===== src/rtl/uart_rx_if.sv =====
// UART receiver bus: serial line in, received byte and status pulses out.
// The receiver sits on the master side; the byte consumer on the slave side.
interface uart_rx_if #(
    parameter int NB_DATA = 8
);
    logic               i_rx;
    logic [NB_DATA-1:0] o_data;
    logic               o_rx_done;
    logic               o_frame_err;

    modport master (
        input  i_rx,
        output o_data,
        output o_rx_done,
        output o_frame_err
    );

    modport slave (
        output i_rx,
        input  o_data,
        input  o_rx_done,
        input  o_frame_err
    );
endinterface


===== src/rtl/uart_rx.sv =====
// Oversampling UART receiver: start-bit centring, LSB-first data,
// stop-bit check with break lockout until the line returns high.
module uart_rx #(
    parameter int NB_DATA    = 8,
    parameter int OVERSAMPLE = 16,
    parameter int NB_STOP    = 16,
    parameter int BAUD_DIV   = 163
) (
    input  logic     clk,
    input  logic     i_rst_n,
    uart_rx_if.master bus
);
    localparam int TMAX = (OVERSAMPLE > NB_STOP) ? OVERSAMPLE : NB_STOP;
    localparam int TW   = (TMAX > 1) ? $clog2(TMAX) : 1;
    localparam int BW   = (NB_DATA > 1) ? $clog2(NB_DATA) : 1;
    localparam int DW   = (BAUD_DIV > 1) ? $clog2(BAUD_DIV) : 1;

    localparam logic [TW-1:0] T_MID  = TW'(OVERSAMPLE / 2 - 1);
    localparam logic [TW-1:0] T_BIT  = TW'(OVERSAMPLE - 1);
    localparam logic [TW-1:0] T_STOP = TW'(NB_STOP - 1);
    localparam logic [BW-1:0] N_LAST = BW'(NB_DATA - 1);
    localparam logic [DW-1:0] B_LAST = DW'(BAUD_DIV - 1);

    typedef enum logic [1:0] {
        IDLE,
        START,
        DATA,
        STOP
    } state_t;

    state_t             state;
    logic               rx_meta;
    logic               rx_sync;
    logic [DW-1:0]      baud_cnt;
    logic               tick;
    logic [TW-1:0]      tick_cnt;
    logic [BW-1:0]      bit_cnt;
    logic [NB_DATA-1:0] shreg;
    logic [NB_DATA-1:0] data_q;
    logic               done_q;
    logic               err_q;
    logic               armed;

    assign bus.o_data      = data_q;
    assign bus.o_rx_done   = done_q;
    assign bus.o_frame_err = err_q;

    // Two-flop synchronizer; idles high so reset never looks like a start bit.
    always_ff @(posedge clk or negedge i_rst_n) begin
        if (!i_rst_n) begin
            rx_meta <= 1'b1;
            rx_sync <= 1'b1;
        end else begin
            rx_meta <= bus.i_rx;
            rx_sync <= rx_meta;
        end
    end

    // Free-running divider producing one oversampling tick every BAUD_DIV clocks.
    always_ff @(posedge clk or negedge i_rst_n) begin
        if (!i_rst_n) begin
            baud_cnt <= '0;
            tick     <= 1'b0;
        end else begin
            tick <= (baud_cnt == B_LAST);
            if (baud_cnt == B_LAST) begin
                baud_cnt <= '0;
            end else begin
                baud_cnt <= baud_cnt + 1'b1;
            end
        end
    end

    // Frame FSM with registered data and one-clock status pulses.
    always_ff @(posedge clk or negedge i_rst_n) begin
        if (!i_rst_n) begin
            state    <= IDLE;
            tick_cnt <= '0;
            bit_cnt  <= '0;
            shreg    <= '0;
            data_q   <= '0;
            done_q   <= 1'b0;
            err_q    <= 1'b0;
            armed    <= 1'b1;
        end else begin
            done_q <= 1'b0;
            err_q  <= 1'b0;
            if (rx_sync) begin
                armed <= 1'b1;
            end
            unique case (state)
                IDLE: begin
                    if (!rx_sync && armed) begin
                        state    <= START;
                        tick_cnt <= '0;
                    end
                end
                START: begin
                    if (tick) begin
                        if (tick_cnt == T_MID) begin
                            tick_cnt <= '0;
                            bit_cnt  <= '0;
                            state    <= rx_sync ? IDLE : DATA;
                        end else begin
                            tick_cnt <= tick_cnt + 1'b1;
                        end
                    end
                end
                DATA: begin
                    if (tick) begin
                        if (tick_cnt == T_BIT) begin
                            tick_cnt <= '0;
                            shreg    <= {rx_sync, shreg[NB_DATA-1:1]};
                            if (bit_cnt == N_LAST) begin
                                state <= STOP;
                            end else begin
                                bit_cnt <= bit_cnt + 1'b1;
                            end
                        end else begin
                            tick_cnt <= tick_cnt + 1'b1;
                        end
                    end
                end
                STOP: begin
                    if (tick) begin
                        if (tick_cnt == T_STOP) begin
                            tick_cnt <= '0;
                            state    <= IDLE;
                            if (rx_sync) begin
                                data_q <= shreg;
                                done_q <= 1'b1;
                            end else begin
                                // Disarm so a held-low break reports only once.
                                err_q <= 1'b1;
                                armed <= 1'b0;
                            end
                        end else begin
                            tick_cnt <= tick_cnt + 1'b1;
                        end
                    end
                end
                default: state <= IDLE;
            endcase
        end
    end
endmodule

===== src/flat_wrapper.sv =====
// flat-port wrapper written by rule: the top's interface ports become plain ports
module uart_rx_flat 
#(
    parameter int NB_DATA    = 8,
    parameter int OVERSAMPLE = 16,
    parameter int NB_STOP    = 16,
    parameter int BAUD_DIV   = 163
)
  (clk, i_rst_n, bus_i_rx, bus_o_data, bus_o_rx_done, bus_o_frame_err);
  uart_rx_if #(.NB_DATA(NB_DATA)) bus_i ();
  input  logic clk;
  input  logic i_rst_n;
  input wire logic [$bits(bus_i.i_rx)-1:0] bus_i_rx;
  output wire logic [$bits(bus_i.o_data)-1:0] bus_o_data;
  output wire logic [$bits(bus_i.o_rx_done)-1:0] bus_o_rx_done;
  output wire logic [$bits(bus_i.o_frame_err)-1:0] bus_o_frame_err;
  assign bus_i.i_rx = bus_i_rx;
  assign bus_o_data = bus_i.o_data;
  assign bus_o_rx_done = bus_i.o_rx_done;
  assign bus_o_frame_err = bus_i.o_frame_err;
  uart_rx #(.NB_DATA(NB_DATA), .OVERSAMPLE(OVERSAMPLE), .NB_STOP(NB_STOP), .BAUD_DIV(BAUD_DIV)) u_core (.clk(clk), .i_rst_n(i_rst_n), .bus(bus_i));
endmodule

===== config.mk =====
export PLATFORM = sky130hd
export DESIGN_NAME = uart_rx_flat
export DESIGN_NICKNAME = d
export VERILOG_FILES = /design/src/rtl/uart_rx_if.sv /design/src/rtl/uart_rx.sv /design/src/flat_wrapper.sv
export SDC_FILE = /design/constraint.sdc
export NUM_CORES = 1
export LEC_CHECK = 0
export ABC_AREA = 1
export BUFFER_PORTS_ARGS = -buffer_cell sky130_fd_sc_hd__buf_4
export CORE_MARGIN = 10
export CORE_UTILIZATION = 29
export CTS_BUF_LIST = sky130_fd_sc_hd__clkbuf_8
export DETAILED_ROUTE_END_ITERATION = 8
export SYNTH_ARGS = -nofsm -noshare
export SYNTH_HDL_FRONTEND = slang
export SYNTH_SLANG_ARGS = --single-unit

===== constraint.sdc =====
create_clock -name clk -period 1.8 [get_ports clk]
set_input_delay 0.09 -clock clk [delete_from_list [all_inputs] [get_ports clk]]
set_output_delay 0.09 -clock clk [all_outputs]
set_load 0.1 [all_outputs]

==> flow_metrics.py <==
metrics = {
    "worst_setup_path": {
        "timing.critical_path.fanout_max": 16,
        "worstPathArrival_ps": 1680,
        "crit_chain": "ha_1 > nand3_2 > nor2_4 > nand2_2 > nand2_1 > o21ai_2",
        "cp_data_required_time_ps": 1970,
        "critical_path_class": "register to register",
        "r2r_setup_slack_ps": 290,
        "end_kind": "register",
        "critPathMaxStageDelay_ps": 390,
        "cpMaxStageDelayCell": "sky130_fd_sc_hd__dfrtp_1",
        "critical_path.startpoint_type": "register",
        "critical_path.n_buffers_inverters": 0,
        "cpLargestDelayFamily": "simple AND/OR/NAND/NOR gates",
    },
    "power": {
        "power_switching_mw": 0.673,
        "p_int_mw": 1.39,
        "power_frac_seq": 0.478,
        "power.share.clock": 0.284,
        "worst_ir_drop_vdd_uv": 616,
        "power_density_nw_per_um2": 980,
        "overall_power_mw": 2.06,
        "switching_share": 0.327,
        "comb_power_share": 0.239,
        "total_leakage_power_nw": 1.03,
    },
    "finish": {
        "layout_commonest_cell": "sky130_fd_sc_hd__nand2_1",
        "post-route-cell-area_um2": 2100,
        "layout-area-overhead-vs-synth_pct": 14.5,
        "finish.utilization": 0.349,
        "post_route_cells_drive_above_1_share": 0.269,
        "final_net_count": 215,
        "layout_common_cells": "sky130_fd_sc_hd__nand2_1, sky130_fd_sc_hd__dfrtp_1, sky130_fd_sc_hd__inv_1",
        "antennaDiodeCount": 0,
        "final_cells": 283,
    },
    "die": {
        "floorplan.core_area_um2": 6030,
        "design.portCount": 13,
        "initial_utilization": 0.305,
        "row_count": 28,
        "die_area_um2": 9910,
        "die_y_um": 99.6,
        "die_w_um": 99.6,
    },
    "cts": {
        "post_cts_buffers": 0,
        "post_cts_resize_count": 0,
        "clockBufferDepth": 2,
        "clock_tree.root_cell": "sky130_fd_sc_hd__clkbuf_8",
        "clkSlewWorstSetupHoldPaths_ps": 70,
        "ctsHoldBuffers": 2,
        "cts_num_sinks": 39,
        "cts_max_level": 2,
        "cts_made_buffers": 5,
        "clk_latency_ps": 280,
        "tritoncts": "built",
    },
    "synthesis": {
        "synth_compound_gate_area_share": 0.108,
        "syn-instance-count": 189,
        "synth.ff_latch_count": 39,
        "synth_top_family_by_area": "simple AND/OR/NAND/NOR gates",
        "syn-num-nets": 197,
        "avgSynthCellArea_um2": 9.71,
        "yosysUniqueCellTypes": 28,
        "synthSimpleGateAreaFrac": 0.228,
        "syn_area_um2": 1840,
        "post_synth_mux_area_share": 0,
        "synth-seq-area-share": 0.534,
        "synth-adder-area-share": 0.0341,
        "synth_warnings": 0,
        "synth_xor_xnor_area_share": 0.0286,
    },
    "sta": {
        "grt_setup_unrepaired": "false",
        "timing.slew.headroom": 0.671,
        "worst-slew-pin-transition_ps": 494,
        "timing.fmax_mhz": 661,
        "setup-tns-final_ps": 0,
        "layout_worst_path_cycle_share": 0.841,
        "report.final.setup_viol": 0,
        "setup_skew_after_layout_ps": 5.50,
        "slew_viol_final": 0,
        "final.min_clock_period_ps": 1510,
        "hold_viol_final": 0,
    },
    "placed_design": {
        "detailed_place_hpwl_um": 2190,
        "dpl.cell_count": 273,
        "gpl.final_weighted_congestion": 0.792,
        "io_buffer_count": 12,
        "detailed_place.area_um2": 1990,
    },
    "min_path": {
        "min_path_type": "primary input to async pin",
    },
    "global_route": {
        "grt_start_max_net_pins": 40,
        "grt_overflow": 0,
        "track_usage": 0.0663,
        "first_global_vias": 1240,
        "antenna_found_initial": 0,
        "grt_pass1_wl_um": 5550,
    },
    "drt": {
        "route.detailed.vias_per_inst": 4.39,
        "avgRoutedWirePerCell_um": 10.8,
        "detailedRoute.firstPassIterationCount": 4,
        "drt_iter0_drcs": 57,
        "routed_wirelength_um": 3060,
        "vias": 1242,
        "antenna_left": 0,
        "route.detailed.drc": 0,
    },
    "flow_run": {
        "max-cap-violations": 0,
    },
    "status": {
        "run_status": "finished, final reports clean",
    },
}
[power groups by stage]
stage | Sequential, mW | Clock (mW) | Combinational (mW)
2_1_floorplan | 0.973 | 0 | 0.432
3_3_place_gp | 1.00 | 0 | 0.485
3_5_place_dp | 1.00 | 0 | 0.490
4_1_cts | 0.985 | 0.615 | 0.496
5_1_grt | 0.994 | 0.649 | 0.573
6_report | 0.984 | 0.584 | 0.492
[stage by stage]
| stage | worst slack [ps] | hold WS [ps] |
|---|---|---|
| 2_1_floorplan | 454 | -206 |
| 3_3_place_gp | 328 | 97.6 |
| 3_5_place_dp | 291 | 98.7 |
| 4_1_cts | 278 | 337 |
| 5_1_grt | 158 | 351 |
| 6_report | 286 | 317 |
[cells in the mapped netlist]
cell type | number | area share
sky130_fd_sc_hd__nor3_1 | 3 | 0.0082
sky130_fd_sc_hd__a21o_1 | 1 | 0.0041
sky130_fd_sc_hd__dfstp_2 | 3 | 0.043
sky130_fd_sc_hd__inv_2 | 2 | 0.0041
sky130_fd_sc_hd__nand2_1 | 42 | 0.086
sky130_fd_sc_hd__nand2_4 | 1 | 0.0061
sky130_fd_sc_hd__nor4_1 | 1 | 0.0034
sky130_fd_sc_hd__a21oi_1 | 2 | 0.0055
sky130_fd_sc_hd__o21ai_0 | 2 | 0.0055
sky130_fd_sc_hd__o21ai_2 | 17 | 0.081
sky130_fd_sc_hd__nor2_1 | 12 | 0.025
sky130_fd_sc_hd__nand3_2 | 1 | 0.0055
sky130_fd_sc_hd__buf_4 | 1 | 0.0041
sky130_fd_sc_hd__nand2_2 | 7 | 0.024
sky130_fd_sc_hd__o21ai_1 | 2 | 0.0055
sky130_fd_sc_hd__nand3_1 | 11 | 0.030
sky130_fd_sc_hd__dfrtp_1 | 36 | 0.49
sky130_fd_sc_hd__inv_1 | 23 | 0.047
sky130_fd_sc_hd__xnor2_1 | 1 | 0.0048
sky130_fd_sc_hd__nor2_2 | 3 | 0.010
sky130_fd_sc_hd__and3_1 | 1 | 0.0034
sky130_fd_sc_hd__xor2_1 | 5 | 0.024
sky130_fd_sc_hd__o22ai_1 | 2 | 0.0068
sky130_fd_sc_hd__ha_1 | 5 | 0.034
sky130_fd_sc_hd__nand3_4 | 1 | 0.0095
sky130_fd_sc_hd__nor2_4 | 1 | 0.0061
sky130_fd_sc_hd__nor2_8 | 1 | 0.011
sky130_fd_sc_hd__buf_6 | 2 | 0.012
[final timing paths]
kind / startpoint / to / cells past startpoint
max in group asynchronous: i_rst_n / u_core.rx_meta / 2
hold / removal: i_rst_n / u_core.tick_cnt[1] / 2
setup / recovery: u_core.tick_cnt[0] / u_core.shreg[5] / 6
hold reg to reg: u_core.rx_meta / u_core.rx_sync / 0
min in group clk: u_core.rx_meta / u_core.rx_sync / 0
setup reg to reg: u_core.tick_cnt[0] / u_core.shreg[5] / 6
[area by class of cell]
cell class,count,area (µm²)
Inverter,25,93.8
Sequential cell,39,980
Fill cell,637,3930
Multi-Input combinational cell,122,732
Tap cell,75,93.8
Clock buffer,6,82.6
Clock inverter,2,8.76
Timing Repair Buffer,14,110
[per-layer routing]
metal / track usage / part of all wire
met5: 0 / 0
met4: 0.0165 / 0.0049
met3: 0.0277 / 0.053
met2: 0.0997 / 0.45
met1: 0.0854 / 0.49
[cell families (layout without fill, tap and decap cells)]
group,after synthesis,after routing
AND/OR/NAND/NOR,85,85
buffers and inverters,28,47
AO/OA/AOI/OAI,26,26
flip-flops,39,39
XOR/XNOR,6,6
adder cells (fa/ha/maj),5,5
[sequential cells by signal, indices dropped and copies added (netlist names), named ones only]
register and cells:
u_core.tick 1, u_core.bus.o_frame_err 1, u_core.rx_meta 1, u_core.armed 1
u_core.bus.o_rx_done 1, u_core.bit_cnt 3, u_core.shreg 8, u_core.tick_cnt 4
u_core.rx_sync 1, u_core.baud_cnt 8, u_core.bus.o_data 8, u_core.state 1
No activity file was read; power rests on OpenSTA's default activity.
